### config.mk
export PLATFORM = sky130hd
export DESIGN_NAME = video_lock_controller
export DESIGN_NICKNAME = d
export VERILOG_FILES = /design/src/rtl/video_lock_controller.sv
export SDC_FILE = /design/constraint.sdc
export NUM_CORES = 1
export LEC_CHECK = 0
export ABC_AREA = 1
export CORE_AREA = 2 2 77 97
export CTS_CLUSTER_DIAMETER = 40
export DETAILED_ROUTE_END_ITERATION = 8
export DIE_AREA = 0 0 79 99
export PLACE_DENSITY_LB_ADDON = 0.1
export SYNTH_ARGS = -nofsm -noshare
export SYNTH_HDL_FRONTEND = slang
export SYNTH_SLANG_ARGS = --single-unit
### constraint.sdc
create_clock -name clk -period 2.11 [get_ports clk]
set_input_delay 0.422 -clock clk [delete_from_list [all_inputs] [get_ports clk]]
set_output_delay 0.422 -clock clk [all_outputs]
set_load 0.02 [all_outputs]
### src/rtl/video_lock_controller.sv
// Resynchronises the HDMI timing generator to the core's native hs/vs: measures line and
// frame geometry, waits for it to settle, fires one vreset at the anchor and supervises lock.
module video_lock_controller #(
    parameter int HCNT_W          = 14,
    parameter int VCNT_W          = 10,
    parameter int STABLE_FRAMES   = 4,
    parameter int RESET_PIXEL     = 1,
    parameter int RESET_LINE_PAL  = 20,
    parameter int RESET_LINE_NTSC = 10
) (
    input  logic              clk,
    input  logic              reset_n,
    input  logic              hs,
    input  logic              vs,
    input  logic              ntscmode,
    input  logic              force_resync,
    output logic              vreset,
    output logic              locked,
    output logic [1:0]        mode,
    output logic [HCNT_W-1:0] line_len,
    output logic [VCNT_W-1:0] frame_lines,
    output logic [7:0]        resync_cnt,
    output logic [1:0]        dbg_state
);

    localparam logic [1:0] ST_SEARCH  = 2'd0;
    localparam logic [1:0] ST_MEASURE = 2'd1;
    localparam logic [1:0] ST_ARM     = 2'd2;
    localparam logic [1:0] ST_LOCKED  = 2'd3;

    localparam logic [HCNT_W-1:0] ANCHOR_PIXEL = HCNT_W'(RESET_PIXEL);
    localparam logic [VCNT_W-1:0] ANCHOR_PAL   = VCNT_W'(RESET_LINE_PAL);
    localparam logic [VCNT_W-1:0] ANCHOR_NTSC  = VCNT_W'(RESET_LINE_NTSC);
    localparam logic [3:0]        STABLE_LAST  = 4'(STABLE_FRAMES - 1);

    logic              r_hs_d;
    logic              r_vs_d;
    logic [HCNT_W-1:0] r_hcnt;
    logic [VCNT_W-1:0] r_vcnt;
    logic [HCNT_W-1:0] r_line_len;
    logic [VCNT_W-1:0] r_frame_lines;
    logic [1:0]        r_mode;
    logic [1:0]        r_state;
    logic [3:0]        r_stable;
    logic              r_line_bad;
    logic              r_vreset;
    logic              r_locked;
    logic [7:0]        r_resync_cnt;

    logic              w_hs_edge;
    logic              w_vs_edge;
    logic              w_line_ok;
    logic              w_frame_ok;
    logic              w_timeout;
    logic              w_line_bad_now;
    logic              w_frame_bad_now;
    logic              w_frame_good;
    logic              w_mode_chg;
    logic [VCNT_W-1:0] w_target;
    logic              w_anchor;
    logic [1:0]        w_state_nxt;
    logic [3:0]        w_stable_nxt;
    logic              w_fire;

    // vs is only meaningful at line starts, so its edge is qualified by the hs edge.
    assign w_hs_edge       = ~hs & r_hs_d;
    assign w_vs_edge       = w_hs_edge & ~vs & r_vs_d;
    assign w_line_ok       = (r_hcnt == r_line_len);
    assign w_frame_ok      = (r_vcnt == r_frame_lines);
    assign w_timeout       = &r_hcnt;
    assign w_line_bad_now  = w_hs_edge & ~w_line_ok;
    assign w_frame_bad_now = w_vs_edge & ~w_frame_ok;
    assign w_frame_good    = w_vs_edge & w_frame_ok & w_line_ok & ~r_line_bad;
    assign w_mode_chg      = (~ntscmode) != r_mode[0];
    assign w_target        = r_mode[0] ? ANCHOR_PAL : ANCHOR_NTSC;
    assign w_anchor        = (r_hcnt == ANCHOR_PIXEL) && (r_vcnt == w_target);

    always_comb begin
        w_state_nxt  = r_state;
        w_stable_nxt = r_stable;
        w_fire       = 1'b0;
        if (w_timeout) begin
            w_state_nxt  = ST_SEARCH;
            w_stable_nxt = 4'd0;
        end else begin
            case (r_state)
                ST_SEARCH: begin
                    if (w_vs_edge) begin
                        w_state_nxt  = ST_MEASURE;
                        w_stable_nxt = 4'd0;
                    end
                end
                ST_MEASURE: begin
                    if (w_vs_edge) begin
                        if (w_frame_good) begin
                            w_stable_nxt = r_stable + 4'd1;
                            if (r_stable == STABLE_LAST) begin
                                w_state_nxt = ST_ARM;
                            end
                        end else begin
                            w_stable_nxt = 4'd0;
                        end
                    end else if (w_line_bad_now) begin
                        w_stable_nxt = 4'd0;
                    end
                end
                ST_ARM: begin
                    if (w_anchor) begin
                        w_fire      = 1'b1;
                        w_state_nxt = ST_LOCKED;
                    end
                end
                ST_LOCKED: begin
                    if (w_line_bad_now || w_frame_bad_now || w_mode_chg) begin
                        w_state_nxt  = ST_MEASURE;
                        w_stable_nxt = 4'd0;
                    end else if (force_resync) begin
                        w_state_nxt = ST_ARM;
                    end
                end
                default: begin
                    w_state_nxt  = ST_SEARCH;
                    w_stable_nxt = 4'd0;
                end
            endcase
        end
    end

    always_ff @(posedge clk or negedge reset_n) begin
        if (!reset_n) begin
            r_hs_d        <= 1'b1;
            r_vs_d        <= 1'b1;
            r_hcnt        <= '0;
            r_vcnt        <= '0;
            r_line_len    <= '0;
            r_frame_lines <= '0;
            r_mode        <= 2'd1;
            r_state       <= ST_SEARCH;
            r_stable      <= 4'd0;
            r_line_bad    <= 1'b0;
            r_vreset      <= 1'b0;
            r_locked      <= 1'b0;
            r_resync_cnt  <= 8'd0;
        end else begin
            r_hs_d   <= hs;
            r_mode   <= {1'b0, ~ntscmode};
            r_state  <= w_state_nxt;
            r_stable <= w_stable_nxt;
            r_vreset <= w_fire;
            r_locked <= (w_state_nxt == ST_LOCKED);
            if (w_fire) begin
                r_resync_cnt <= r_resync_cnt + 8'd1;
            end

            if (w_hs_edge) begin
                r_line_len <= r_hcnt;
                r_hcnt     <= '0;
                r_vs_d     <= vs;
            end else if (!w_timeout) begin
                r_hcnt <= r_hcnt + 1'b1;
            end

            if (w_vs_edge) begin
                r_frame_lines <= r_vcnt;
                r_vcnt        <= '0;
            end else if (w_hs_edge && !(&r_vcnt)) begin
                r_vcnt <= r_vcnt + 1'b1;
            end

            // Remembers any bad line since the last frame start so a frame only counts if every line matched.
            if (w_vs_edge) begin
                r_line_bad <= 1'b0;
            end else if (w_line_bad_now) begin
                r_line_bad <= 1'b1;
            end
        end
    end

    assign vreset      = r_vreset;
    assign locked      = r_locked;
    assign mode        = r_mode;
    assign line_len    = r_line_len;
    assign frame_lines = r_frame_lines;
    assign resync_cnt  = r_resync_cnt;
    assign dbg_state   = r_state;

endmodule
=== Word-level counts from Yosys, hierarchy flattened ===
Index checks and enable logic that the tools add are counted.

* Flip-flop bits (word level): 68
* Bits of input ports: 6
* Output and inout bits: 38
* Word-level logic and storage cells: 83

* Add/sub/neg operators: 4
* Equality and inequality tests: 14
* Muxes and demuxes: 26
* Bitwise gates (word level): 14
* Reductions and logical operators: 12

{| class="wikitable"
|+ Operator list
! kind !! number
|-
| $mux 14 || 2
|-
| $mux 4 || 6
|-
| $mux 10 || 2
|-
| $mux 2 || 8
|-
| $add 14x1->14 const B || 1
|-
| $eq 14x1->1 const B || 1
|-
| $eq 14x14->1 || 1
|-
| $reduce_and 14->1 || 1
|-
| $pmux 4 s3 || 1
|-
| $add 10x1->10 const B || 1
|-
| $eq 10x10->1 || 1
|-
| $eq 10x5->1 || 1
|-
| $reduce_and 10->1 || 1
|-
| $add 8x1->8 const B || 1
|-
| $and 1x1->1 || 8
|-
| $pmux 2 s4 || 1
|-
| $eq 2x2->1 const B || 3
|-
| $ne 3x3->1 const B || 2
|-
| $not 1->1 || 6
|-
| $mux 1 || 5
|-
| $mux 5 || 1
|-
| $add 4x1->4 const B || 1
|-
| $eq 4x2->1 const B || 1
|-
| $ne 4x4->1 const B || 1
|-
| 10 further kinds || 13
|}

=== Logic depth before layout (Yosys ltp) ===
Gate-level depths: netlist of run 1.

* Word-level depth: 12
* Gate-level depth with buffers: 13
* Mapped depth without buffers: 13

=== Worst setup path after synthesis of run 1 ===
Ideal clock, no wire load.

* Path type: register to register
* Start point: reg r_hcnt[0]
* End point: reg r_hcnt[10]
* Data arrival time: 1573 ps
* Slack: 420 ps
* Stages on the path, launching flop included: 13
* Buffers on the path: 0
* Clock period less this slack: 1690 ps
* Cells stage by stage: dfrtp_1 ha_1 nand2_1 nand3b_4 nor2_4 nand2_1 nor2_2 nand2_2 clkinv_2 nor2_1 nand3_1 nor2_1 nor2_1

* Word-level cells in the longest chain between the ends: 3

{| class="wikitable"
|+ RTL lines
! element !! RTL line !! RTL
|-
| start, declared || 38 || <nowiki>logic [HCNT_W-1:0] r_hcnt;</nowiki>
|-
| start signal, assigned || 160 || <nowiki>r_hcnt <= r_hcnt + 1'b1;</nowiki>
|-
| $add 14x1->14 || 160 ||
|-
| $mux 14 || 159 || <nowiki>end else if (!w_timeout) begin</nowiki>
|-
| $mux 14 || 155 || <nowiki>if (w_hs_edge) begin</nowiki>
|}

Parallel ways exist; a longest one is shown, timed or not. The select of a mux whose other input is x is not followed.
A chain may end at the register's enable or synchronous reset.

=== Worst setup path in the final report of run 1 ===
* Start point: reg r_mode[0] (netlist: mode[0])
* End point: out mode[0]

{| class="wikitable"
|+ RTL lines
! element !! RTL line !! RTL
|-
| start, declared || 42 || <nowiki>logic [1:0] r_mode;</nowiki>
|-
| start signal, assigned || 146 || <nowiki>r_mode <= {1'b0, ~ntscmode};</nowiki>
|-
| end, declared || 19 || <nowiki>output logic [1:0] mode,</nowiki>
|}

No word-level cell between the ends.

==> flow_summary.toml, run 1 <==
[setup_path]
cp-start-kind = "register"
required_ns = 1.69
worstPathMaxFanout = 4
critPathCaptureType = "primary output"
crit_family = "buffers and inverters"
arrival_ns = 1.52
slowest_stage = "clkdlybuf4s50_1"
max_stage_delay_ns = 0.61
critPathBufInv = 1
crit_chain = "clkdlybuf4s50_1"
criticalPathCategory = "reg2out"

[global_routing]
grt_max_degree = 69
grt_pass1_wl_um = 15120
antenna_found_initial = 0
overflow = 0
grt_pass1_vias = 3307
grt_use_total_pct = 24.44

[power]
power_density_mw_per_mm2 = 953.1
power_switching_mw = 1.549
irDropWorstVdd_uv = 507.4
clockPowerShare_pct = 30.9
static-leakage-power_nw = 2.283
swShare_pct = 35.33
combPwrFrac_pct = 30.3
seqPwrFrac_pct = 38.8
internal_power_mw = 2.835

[floorplan]
die_w_um = 79
io_pins = 44
core_sq_mm = 0.006892
core.rowCount = 34
start_util_pct = 54.50
die_h_um = 99
die_area_sq_mm = 0.007821

[timing]
hold_violations = 0
clock_skew_ns = 0.01208
whs_ns = 0.05944
fmax_mhz = 513.8
min_period_ns = 1.946
fin_crit_sh_pct = 92.25
fin_tns_setup_ns = 0
rsz0062_at_grt = "false"
slew_viol_final = 0
finalSetupViolCount = 0

[final_layout]
drive_gt1_share_pct = 12.63
syn_to_final_growth_pct = 22.45
fin_nets = 568
diodes = 0

[synthesis]
synth.avg_cell_area_sq_um = 7.512
postSynthCellCount = 500
async_flop_share_pct = 100.0
synth_top_cell_area_share_pct = 43.30
synthFlopType = "dfrtp_1"
syn_nets = 511
synth_cell_type_count = 37
seq_area_frac_synth_pct = 45.40
synthTopCellsByArea = "dfrtp_1, nand2_1, inv_1"
yosysWarnings = 0
syn_area_sq_mm = 0.003756
yosys.area.top_type = "dfrtp_1"
synth_edf_count = 0
ys_ff_latch = 68

[routing]
routed_wl_um = 8554
drt_iter0_markers = 198
ant_nets = 0
drc = 0
routed_via_density = 5.095
via_count = 3322
drt_pass1_iterations = 6
wl_per_cell_um = 13.12

[placement]
io_buffer_count = 42
hpwl_um = 6136
gp_congestion = 0.8358

[job]
maxCapViolations = 0

[clocking]
clock-root-buffer = "clkbuf_8"
insertion_delay_ns = 0.35
cts_buffers = 9
clock_path_buffers = 2
htree_levels = 3
clk_pin_slew_ns = 0.08
cts_tree = "done"
cts.sinks = 68

[outcome]
status = "complete, no violations"

[min_path]
min_path_type = "in2async"
-- power by group through the flow --
stage	clock network [mW]	registers, mW	logic [mW]
3_3_place_gp	0	1.72	1.31
5_1_grt	1.43	1.73	1.50
2_1_floorplan	0	1.81	0.749
6_report	1.35	1.70	1.33
4_1_cts	1.37	1.70	1.34
3_5_place_dp	0	1.72	1.33
-- per-stage QoR --
step	instances	util [%]	cell area (sq um)	total power [mW]	setup slack, ns
4_1_cts	650	66.52	4584	4.412	0.1507
5_1_grt	652	66.74	4599	4.660	0.01396
2_1_floorplan	500	-	3756	2.561	0.4201
3_5_place_dp	634	62.91	4335	3.053	0.01979
6_report	652	66.74	4599	4.384	0.1635
3_3_place_gp	634	62.91	4335	3.024	0.06197
-- routing by layer --
metal,part of all wire [%],global-route usage (%),routed length [um]
met1,44,30.88,3778
met2,51,41.53,4346
met3,3.0,3.114,253
met4,2.0,11.14,175
met5,0,0,0
-- final cells by class --
class,instances,area (sq um)
fill,625,2292
multi-input combinational,346,1720
sequential,68,1705
timing repair buffer,54,518.0
inverter,78,294.0
clock buffer,10,137.6
tap,90,112.6
clock inverter,6,111.4
-- final timing paths --
path,startpoint,to,slack (ns),depth (start not counted)
setup / recovery,mode[0]$_DFF_PN1_,mode[0],0.16,1
max in group asynchronous,reset_n,r_hs_d$_DFF_PN1_,1.69,2
setup reg to reg,r_hcnt[0]$_DFFE_PN0P_,r_hcnt[10]$_DFFE_PN0P_,0.17,13
hold / removal,reset_n,frame_lines[2]$_DFFE_PN0N_,0.06,2
min in group clk,resync_cnt[6]$_DFFE_PN0P_,resync_cnt[6]$_DFFE_PN0P_,0.51,1
hold reg to reg,resync_cnt[6]$_DFFE_PN0P_,resync_cnt[6]$_DFFE_PN0P_,0.51,1
-- worst reg2reg max path: stages, from the launching register on --
cell and delay, ns:
dfrtp_1 0.40, ha_1 0.25, nand2_1 0.10, nand3b_4 0.15
nor2_4 0.04, nand2_1 0.09, nor2_2 0.05, nand2_2 0.10
clkinv_2 0.14, nor2_1 0.22, nand3_1 0.14, nand2_1 0.08
nand2_1 0.04, nor2_1 0.08
-- kinds of logic after synthesis --
family                   Yosys count  share of synthesized area [%]
XOR/XNOR                          16                          3.731
AO/OA/AOI/OAI                     57                          8.162
other                              1                        0.09984
adder cells (fa/ha/maj)            5                          1.666
AND/OR/NAND/NOR                  266                          31.85
buffers and inverters             86                          8.794
multiplexers                       1                         0.2998
flip-flops                        68                          45.40
-- cell usage after synthesis (all sizes together), types with 3 or more instances --
library cell	count
a21oi	15
buf	3
clkbuf	5
dfrtp	65
dfstp	3
ha	5
inv	76
nand2	158
nand3	30
nand4	10
nor2	51
nor3	13
o21ai	37
xnor2	6
xor2	10
-- cells in the final DEF (no fill, tap or decap), types with 3 or more instances in the layout --
cell | Yosys | routed
a21oi_1 | 14 | 14
buf_4 | 1 | 11
bufinv_16 | 0 | 3
clkbuf_8 | 0 | 10
clkdlybuf4s50_1 | 0 | 41
dfrtp_1 | 65 | 65
dfstp_2 | 3 | 3
ha_1 | 5 | 5
inv_1 | 62 | 62
inv_2 | 14 | 14
nand2_1 | 152 | 152
nand2_2 | 5 | 5
nand3_1 | 28 | 28
nand4_1 | 10 | 10
nor2_1 | 41 | 41
nor2_2 | 7 | 7
nor2_4 | 3 | 3
nor3_1 | 10 | 10
nor3_2 | 3 | 3
o21ai_0 | 33 | 33
o21ai_1 | 4 | 4
xnor2_1 | 6 | 6
xor2_1 | 10 | 10
-- flip-flops by register name (all words and copies together) (netlist names) --
name / count
r_hs_d: 1
r_line_bad: 1
locked: 1
mode: 1
resync_cnt: 8
r_vcnt: 10
r_hcnt: 14
r_stable: 4
frame_lines: 10
line_len: 14
vreset: 1
r_vs_d: 1
dbg_state: 2
-- repair_timing --
action	in CTS	in global routing
hold buffers	0	0
setup buffers	0	2
endpoints found under the setup margin	0	1
endpoints found under the hold margin	0	0
resized for setup	0	0
Power figures use the tool's default switching activity.
==> inputs of run 2 (changes only) <==
Settings changed: GPL_ROUTABILITY_DRIVEN from default to 0.
==> results of run 2 <==
Same layout as run 1: the final DEF is identical, and so are final timing and power.
